`src/rtl/kim_clk_pkg.sv`:
```
// kim_clk_pkg: shared types and elaboration-time helpers for the KIM-1 clock-enable generator.
//   clk_state_t : RUN / HALT / STEP control states
//   acc_width() : phase accumulator width for a given board clock
//   calc_inc()  : accumulator increment (twice the CPU rate, one tick per phi2 edge)
package kim_clk_pkg;

  typedef enum logic [1:0] {ST_RUN, ST_HALT, ST_STEP} clk_state_t;

  // One spare bit so acc + inc (both < IN_HZ) never overflows before the wrap test.
  function automatic int unsigned acc_width(input int unsigned in_hz);
    return $clog2(in_hz) + 1;
  endfunction

  function automatic int unsigned calc_inc(input int unsigned out_hz, input int unsigned mul,
                                           input logic turbo);
    return turbo ? 2 * out_hz * mul : 2 * out_hz;
  endfunction

endpackage

```
`src/rtl/kim_phase_acc.sv`:
```
// kim_phase_acc: fractional phase accumulator modulo IN_HZ.
//   clk   board clock
//   reset synchronous, active-high; clears the accumulator
//   en    advance the accumulator by inc this clock
//   clr   force the accumulator to zero (wins over en)
//   inc   phase increment, must not exceed IN_HZ
//   tick  combinational: this clock's advance wraps past IN_HZ
module kim_phase_acc #(
  parameter int unsigned IN_HZ = 66_000_000,
  parameter int unsigned ACC_W = 27
) (
  input  logic             clk,
  input  logic             reset,
  input  logic             en,
  input  logic             clr,
  input  logic [ACC_W-1:0] inc,
  output logic             tick
);

  localparam logic [ACC_W-1:0] MODULUS = ACC_W'(IN_HZ);

  logic [ACC_W-1:0] acc_q, acc_d, sum;

  always_comb begin
    sum   = acc_q + inc;
    tick  = en && (sum >= MODULUS);
    acc_d = acc_q;
    if (clr) begin
      acc_d = '0;
    end else if (en) begin
      acc_d = tick ? (sum - MODULUS) : sum;
    end
  end

  always_ff @(posedge clk) begin
    if (reset) begin
      acc_q <= '0;
    end else begin
      acc_q <= acc_d;
    end
  end

endmodule

```
`src/rtl/kim_clk_gen.sv`:
```
// kim_clk_gen: exact-average CPU clock-enable generator for the KIM-1 core.
//   clk          board clock (sole clock)
//   reset        synchronous, active-high
//   run          1 = free-run, 0 = halt at the next cycle boundary
//   step_req     one-clk pulse; starts a step burst while halted
//   step_count   cycles per burst (0 acts as 1)
//   turbo        selects OUT_HZ*TURBO_MUL
//   cpu_ce       one-clk strobe per CPU cycle, coincident with phi2 falling
//   phi2         CPU phase, low at cycle boundaries
//   halted       1 in HALT
//   step_busy    1 in STEP
//   cycle_count  number of cpu_ce pulses, wraps
//   heartbeat    toggles every HB_CYCLES cpu_ce pulses
module kim_clk_gen
  import kim_clk_pkg::*;
#(
  parameter int unsigned IN_HZ     = 66_000_000,
  parameter int unsigned OUT_HZ    = 1_000_000,
  parameter int unsigned TURBO_MUL = 4,
  parameter int unsigned CNT_W     = 32,
  parameter int unsigned HB_CYCLES = 500_000,
  parameter int unsigned START_RUN = 1
) (
  input  logic             clk,
  input  logic             reset,
  input  logic             run,
  input  logic             step_req,
  input  logic [7:0]       step_count,
  input  logic             turbo,
  output logic             cpu_ce,
  output logic             phi2,
  output logic             halted,
  output logic             step_busy,
  output logic [CNT_W-1:0] cycle_count,
  output logic             heartbeat
);

  localparam int unsigned ACC_W     = acc_width(IN_HZ);
  localparam int unsigned INC_BASE  = calc_inc(OUT_HZ, TURBO_MUL, 1'b0);
  localparam int unsigned INC_TURBO = calc_inc(OUT_HZ, TURBO_MUL, 1'b1);

  if (INC_TURBO > IN_HZ) begin : g_cfg_check
    $error("kim_clk_gen: 2*OUT_HZ*TURBO_MUL must not exceed IN_HZ");
  end

  clk_state_t       state_q, state_d;
  logic             phi2_q, phi2_d;
  logic             cpu_ce_q, cpu_ce_d;
  logic [7:0]       rem_q, rem_d;
  logic [CNT_W-1:0] count_q;
  logic [31:0]      hb_cnt_q;
  logic             hb_q;
  logic             tick, acc_en, acc_clr;
  logic [ACC_W-1:0] inc;

  assign inc    = turbo ? ACC_W'(INC_TURBO) : ACC_W'(INC_BASE);
  assign acc_en = (state_q != ST_HALT);
  // Clearing on every HALT clock also covers the entry clock; HALT holds acc at zero anyway.
  assign acc_clr = (state_d == ST_HALT);

  kim_phase_acc #(
    .IN_HZ (IN_HZ),
    .ACC_W (ACC_W)
  ) u_phase_acc (
    .clk   (clk),
    .reset (reset),
    .en    (acc_en),
    .clr   (acc_clr),
    .inc   (inc),
    .tick  (tick)
  );

  always_comb begin
    state_d  = state_q;
    rem_d    = rem_q;
    phi2_d   = phi2_q ^ tick;
    cpu_ce_d = tick & phi2_q;
    unique case (state_q)
      ST_RUN: begin
        // Stop only where phi2 ends low: on the falling tick, or idle-low with no tick.
        if (!run && (cpu_ce_d || (!phi2_q && !tick))) begin
          state_d = ST_HALT;
        end
      end
      ST_HALT: begin
        if (run) begin
          state_d = ST_RUN;
        end else if (step_req) begin
          state_d = ST_STEP;
          rem_d   = (step_count == 8'd0) ? 8'd1 : step_count;
        end
      end
      ST_STEP: begin
        if (run) begin
          state_d = ST_RUN;
          rem_d   = 8'd0;
        end else if (cpu_ce_d) begin
          rem_d = rem_q - 8'd1;
          if (rem_q == 8'd1) begin
            state_d = ST_HALT;
          end
        end
      end
      default: state_d = ST_HALT;
    endcase
  end

  always_ff @(posedge clk) begin
    if (reset) begin
      state_q  <= (START_RUN != 0) ? ST_RUN : ST_HALT;
      phi2_q   <= 1'b0;
      cpu_ce_q <= 1'b0;
      rem_q    <= 8'd0;
      count_q  <= '0;
      hb_cnt_q <= 32'd0;
      hb_q     <= 1'b0;
    end else begin
      state_q  <= state_d;
      phi2_q   <= phi2_d;
      cpu_ce_q <= cpu_ce_d;
      rem_q    <= rem_d;
      if (cpu_ce_d) begin
        count_q <= count_q + CNT_W'(1);
        if (hb_cnt_q == HB_CYCLES - 1) begin
          hb_cnt_q <= 32'd0;
          hb_q     <= ~hb_q;
        end else begin
          hb_cnt_q <= hb_cnt_q + 32'd1;
        end
      end
    end
  end

  assign cpu_ce      = cpu_ce_q;
  assign phi2        = phi2_q;
  assign halted      = (state_q == ST_HALT);
  assign step_busy   = (state_q == ST_STEP);
  assign cycle_count = count_q;
  assign heartbeat   = hb_q;

endmodule

```
`config.mk`:
```
export PLATFORM = sky130hd
export DESIGN_NAME = kim_clk_gen
export DESIGN_NICKNAME = d
export VERILOG_FILES = /design/src/rtl/kim_clk_pkg.sv /design/src/rtl/kim_phase_acc.sv /design/src/rtl/kim_clk_gen.sv
export SDC_FILE = /design/constraint.sdc
export NUM_CORES = 1
export LEC_CHECK = 0
export ABC_AREA = 1
export CAP_MARGIN = 10
export CORE_UTILIZATION = 44
export CTS_CLUSTER_DIAMETER = 30
export CTS_CLUSTER_SIZE = 40
export DETAILED_ROUTE_END_ITERATION = 12
export GPL_ROUTABILITY_DRIVEN = 0
export PLACE_DENSITY = 0.72
export SLEW_MARGIN = 0
export SYNTH_ARGS = -nofsm -noshare
export SYNTH_HDL_FRONTEND = slang
export SYNTH_SLANG_ARGS = --single-unit
```
`constraint.sdc`:
```
create_clock -name clk -period 7.47 [get_ports clk]
set_clock_uncertainty 0.1 [all_clocks]
set_input_delay 1.8675 -clock clk [delete_from_list [all_inputs] [get_ports clk]]
set_output_delay 1.8675 -clock clk [all_outputs]
set_load 0.05 [all_outputs]
```
==> impl_table.tex <==
\begin{tabular}{lr}
\hline
Metric & Value \\
\hline
\multicolumn{2}{l}{\textbf{GRT}} \\
Pin count of the biggest net entering global routing & 38 \\
Initial antenna violation count & 0 \\
Global-route track usage on met2 & 36.8\% \\
Vias in the first global route & 5740 \\
Global routing met1 resource utilization & 32.3\% \\
Met3 global-route usage & 3.29\% \\
Wire length of the first global-routing pass & 27.2 mm \\
Busiest layer in global routing & met2 \\
Aggregate global routing overflow & 0 \\
Overall global routing resource usage & 23.2\% \\
\multicolumn{2}{l}{\textbf{Clock network}} \\
Number of H-tree levels & 3 \\
CTS resizes & 0 \\
Clk pin slew, worst setup/hold paths & 70 ps \\
Library cell used as clock root buffer & clkbuf\_16 \\
Post-CTS setup buffers & 0 \\
Number of sinks on the clock net & 97 \\
Skew-Pair Late Insertion Delay & 360 ps \\
Number of hold buffers added after cts & 0 \\
Number of buffers created by CTS & 9 \\
Clock tree from TritonCTS & built \\
Max clock buf depth & 2 \\
\multicolumn{2}{l}{\textbf{Floorplanning}} \\
DIE AREA & 14700 um2 \\
Initial cell density of the core & 45.2\% \\
Total number of placement rows & 43 \\
Top-level I/O count & 50 \\
Die Wd & 121 um \\
CORE AREA & 13900 um2 \\
Height of the die & 121 um \\
\multicolumn{2}{l}{\textbf{Final layout}} \\
Register area & 1940 um2 \\
Synthesis-to-finish area growth & 16.2\% \\
Number of fill cells in the layout & 1420 \\
Share of final-layout standard cells stronger than drive strength 1 & 5.24\% \\
Net total in the final layout & 1092 \\
Antenna Cells & 0 \\
Area of the multi-input gates & 3720 um2 \\
Final standard cell utilization of the core & 52.5\% \\
\multicolumn{2}{l}{\textbf{Route}} \\
Drt first pass iters & 5 \\
Post-route DRC & 0 \\
Total via count after detailed routing & 6511 \\
Detail-routed net length per standard cell & 13.1 um \\
Final wirelength & 16.4 mm \\
Violation count after the first detailed-routing iteration & 515 \\
Remaining antenna violation count & 0 \\
Via density & 5.21 \\
\multicolumn{2}{l}{\textbf{Critical path}} \\
Required time of the critical path & 7660 ps \\
Delay contributed by the slowest stage of the critical path & 600 ps \\
CP most frequent cell & nand2\_1 \\
CP top delay family & simple AND/OR/NAND/NOR gates \\
Buffers plus inverters on the worst setup path & 3 \\
Reg-to-reg setup timing slack & 2710 ps \\
Arrival time of data at the critical path endpoint & 6860 ps \\
Startpoint class of the critical path & input pin \\
Slowest cell on the critical path & clkdlybuf4s50\_1 \\
Highest fanout seen on the critical path & 37 \\
Category of the critical setup timing path & in -> reg \\
Sort of element at the end of the critical path & register \\
\multicolumn{2}{l}{\textbf{Yosys}} \\
YS warnings & 0 \\
Post-synth cell types & 45 \\
Biggest area consumer among synthesized cells & dfxtp\_1 \\
Share of the synthesized area in the top cell type & 31.0\% \\
FFs w/ async S/R, synth & 0\% \\
Number of synthesized flops with an enable pin & 0 \\
Number of instances in the synthesized netlist & 1016 \\
Avg Inst Size Synth & 6.17 um2 \\
Largest cells by area after synthesis & dfxtp\_1 31\%, nand2\_1 14\%, nor2\_1 9.2\%, inv\_1 7.3\%, a21oi\_1 6.0\% \\
FF+latch count, synth & 97 \\
Most used flip-flop cell after synthesis & dfxtp\_1 \\
Number of nets produced by synthesis & 1044 \\
Portion of the post-synthesis area used by sequential elements & 31.0\% \\
Summed instance area of the synthesized netlist & 6270 um2 \\
\multicolumn{2}{l}{\textbf{Status}} \\
Result of the run & finished, final reports clean \\
\multicolumn{2}{l}{\textbf{Flow run}} \\
\# Max-Cap Violations & 0 \\
\multicolumn{2}{l}{\textbf{Pwr}} \\
Peak supply drop & 0.139 mV \\
Pwr per Cell Area & 178 nW/um2 \\
Leak pwr & 2.91 nW \\
PnR Total Power & 1.29 mW \\
\multicolumn{2}{l}{\textbf{Placed design}} \\
Estimated wirelength of the detail-placed design & 12.2 mm \\
Port bufs & 49 \\
\multicolumn{2}{l}{\textbf{Timing}} \\
Count of final hold-check violations & 0 \\
Slew Limit Headroom & 44.0\% \\
Part of the cycle the worst path needs & 89.2\% \\
Unrepaired setup endpoints after global routing & no \\
Setup Total Neg Slack & 0 ps \\
Period minus WS final & 6670 ps \\
Transition at the pin with the smallest max-transition slack & 840 ps \\
Max-slew violation count & 0 \\
Setup violations, final & 0 \\
FMAX & 150 MHz \\
\multicolumn{2}{l}{\textbf{Hold path}} \\
Hold/Removal Path Class & reg -> reg \\
\hline
\end{tabular}
## cell type report
cell class | count | share of cell area (%)
clock buffers | 9 | 3.09
inverters | 133 | 6.85
clock inverters | 7 | 1.70
well taps | 180 | 3.09
repair buffers | 57 | 7.56
multi-input cells | 766 | 51.0
flip-flops and latches | 97 | 26.7
## cells in the mapped netlist (all sizes together) (3+ instances only)
master	instances
nand2	241
nor2	162
inv	130
dfxtp	97
a21oi	76
nand3	75
o21ai	59
nor3	44
nand4	32
ha	15
nor4	13
clkbuf	12
xor2	9
buf	8
xnor2	6
nand3b	5
nor3b	4
a211oi	3
a221oi	3
and2	3
clkinv	3
o21a	3
## layout by cell type, fill, tap and decap left out, types with 2 or more instances in the layout
| cell type | instances |
|---|---|
| buf_4 | 8 |
| a21oi_1 | 75 |
| a31oi_1 | 2 |
| nor3_1 | 42 |
| a211oi_1 | 3 |
| inv_6 | 2 |
| nor2_1 | 153 |
| clkinv_1 | 3 |
| inv_2 | 8 |
| xor2_1 | 9 |
| nor4_1 | 13 |
| o22ai_1 | 2 |
| o21a_1 | 3 |
| a221oi_1 | 3 |
| clkdlybuf4s50_1 | 49 |
| dfxtp_1 | 97 |
| xnor2_1 | 6 |
| ha_1 | 15 |
| nand4_1 | 32 |
| and2_1 | 2 |
| inv_1 | 122 |
| nor2_2 | 9 |
| bufinv_16 | 3 |
| o21ai_0 | 55 |
| clkbuf_16 | 9 |
| nand3b_1 | 5 |
| nand2_1 | 234 |
| nand2_2 | 6 |
| nand3_2 | 3 |
| nand3_1 | 72 |
| nor3b_1 | 4 |
| o21ai_1 | 4 |
## final timing paths
path / start / endpoint / cells after the start
max: turbo / hb_cnt_q[28]$_SDFFE_PP0N_ / 31
min: hb_cnt_q[30]$_SDFFE_PP0N_ / hb_cnt_q[30]$_SDFFE_PP0N_ / 1
max reg2reg: u_phase_acc.acc_q[7]$_SDFFE_PP0N_ / hb_cnt_q[28]$_SDFFE_PP0N_ / 28
min reg2reg: hb_cnt_q[30]$_SDFFE_PP0N_ / hb_cnt_q[30]$_SDFFE_PP0N_ / 1
## sequential cells by signal, indices dropped and copies added, names as in the netlist
signal / count
cpu_ce: 1
cycle_count: 32
hb_cnt_q: 32
heartbeat: 1
phi2: 1
rem_q: 8
state_q: 2
u_phase_acc.acc_q: 20
## metrics by stage
step / setup slack (ps) / instances / cell area [um2] / hold WS, ps
after floorplan: 1960 / 1016 / 6270 / 343
after global placement: 630 / 1233 / 6930 / 358
after detailed placement: 512 / 1233 / 6930 / 375
after CTS: 858 / 1249 / 7280 / 389
after global routing: 19.0 / 1249 / 7280 / 404
final: 803 / 1249 / 7280 / 385
## routing by layer
metal | up-vias | part of all wire, %
li1 | 3439 | -
met1 | 2895 | 50
met2 | 155 | 44
met3 | 22 | 5.0
met4 | 0 | 1.5
met5 | - | 0
## where the power goes
group	switching (mW)	internal (mW)
Sequential	0.0140	0.528
Clock	0.219	0.332
Combinational	0.136	0.0640
Total	0.369	0.924
## worst reg2reg max path, delay by kind of cell (launching register included)
kind / cells / cell delay, ps
and+or+nand+nor: 22 / 3110
adders and majority gates: 3 / 770
AOI/OAI and AO/OA: 2 / 230
buffers and inverters: 1 / 90
DFF: 1 / 380
## cells by family after synthesis
kind of cell / count (synthesis) / share of synthesized area (%)
buffers and inverters: 153 / 9.74
XOR/XNOR: 15 / 2.10
AND/OR/NAND/NOR: 583 / 41.1
AO/OA/AOI/OAI: 153 / 13.1
adder cells (fa/ha/maj): 15 / 2.99
flip-flops: 97 / 31.0
(Power assumes the default switching activity.)
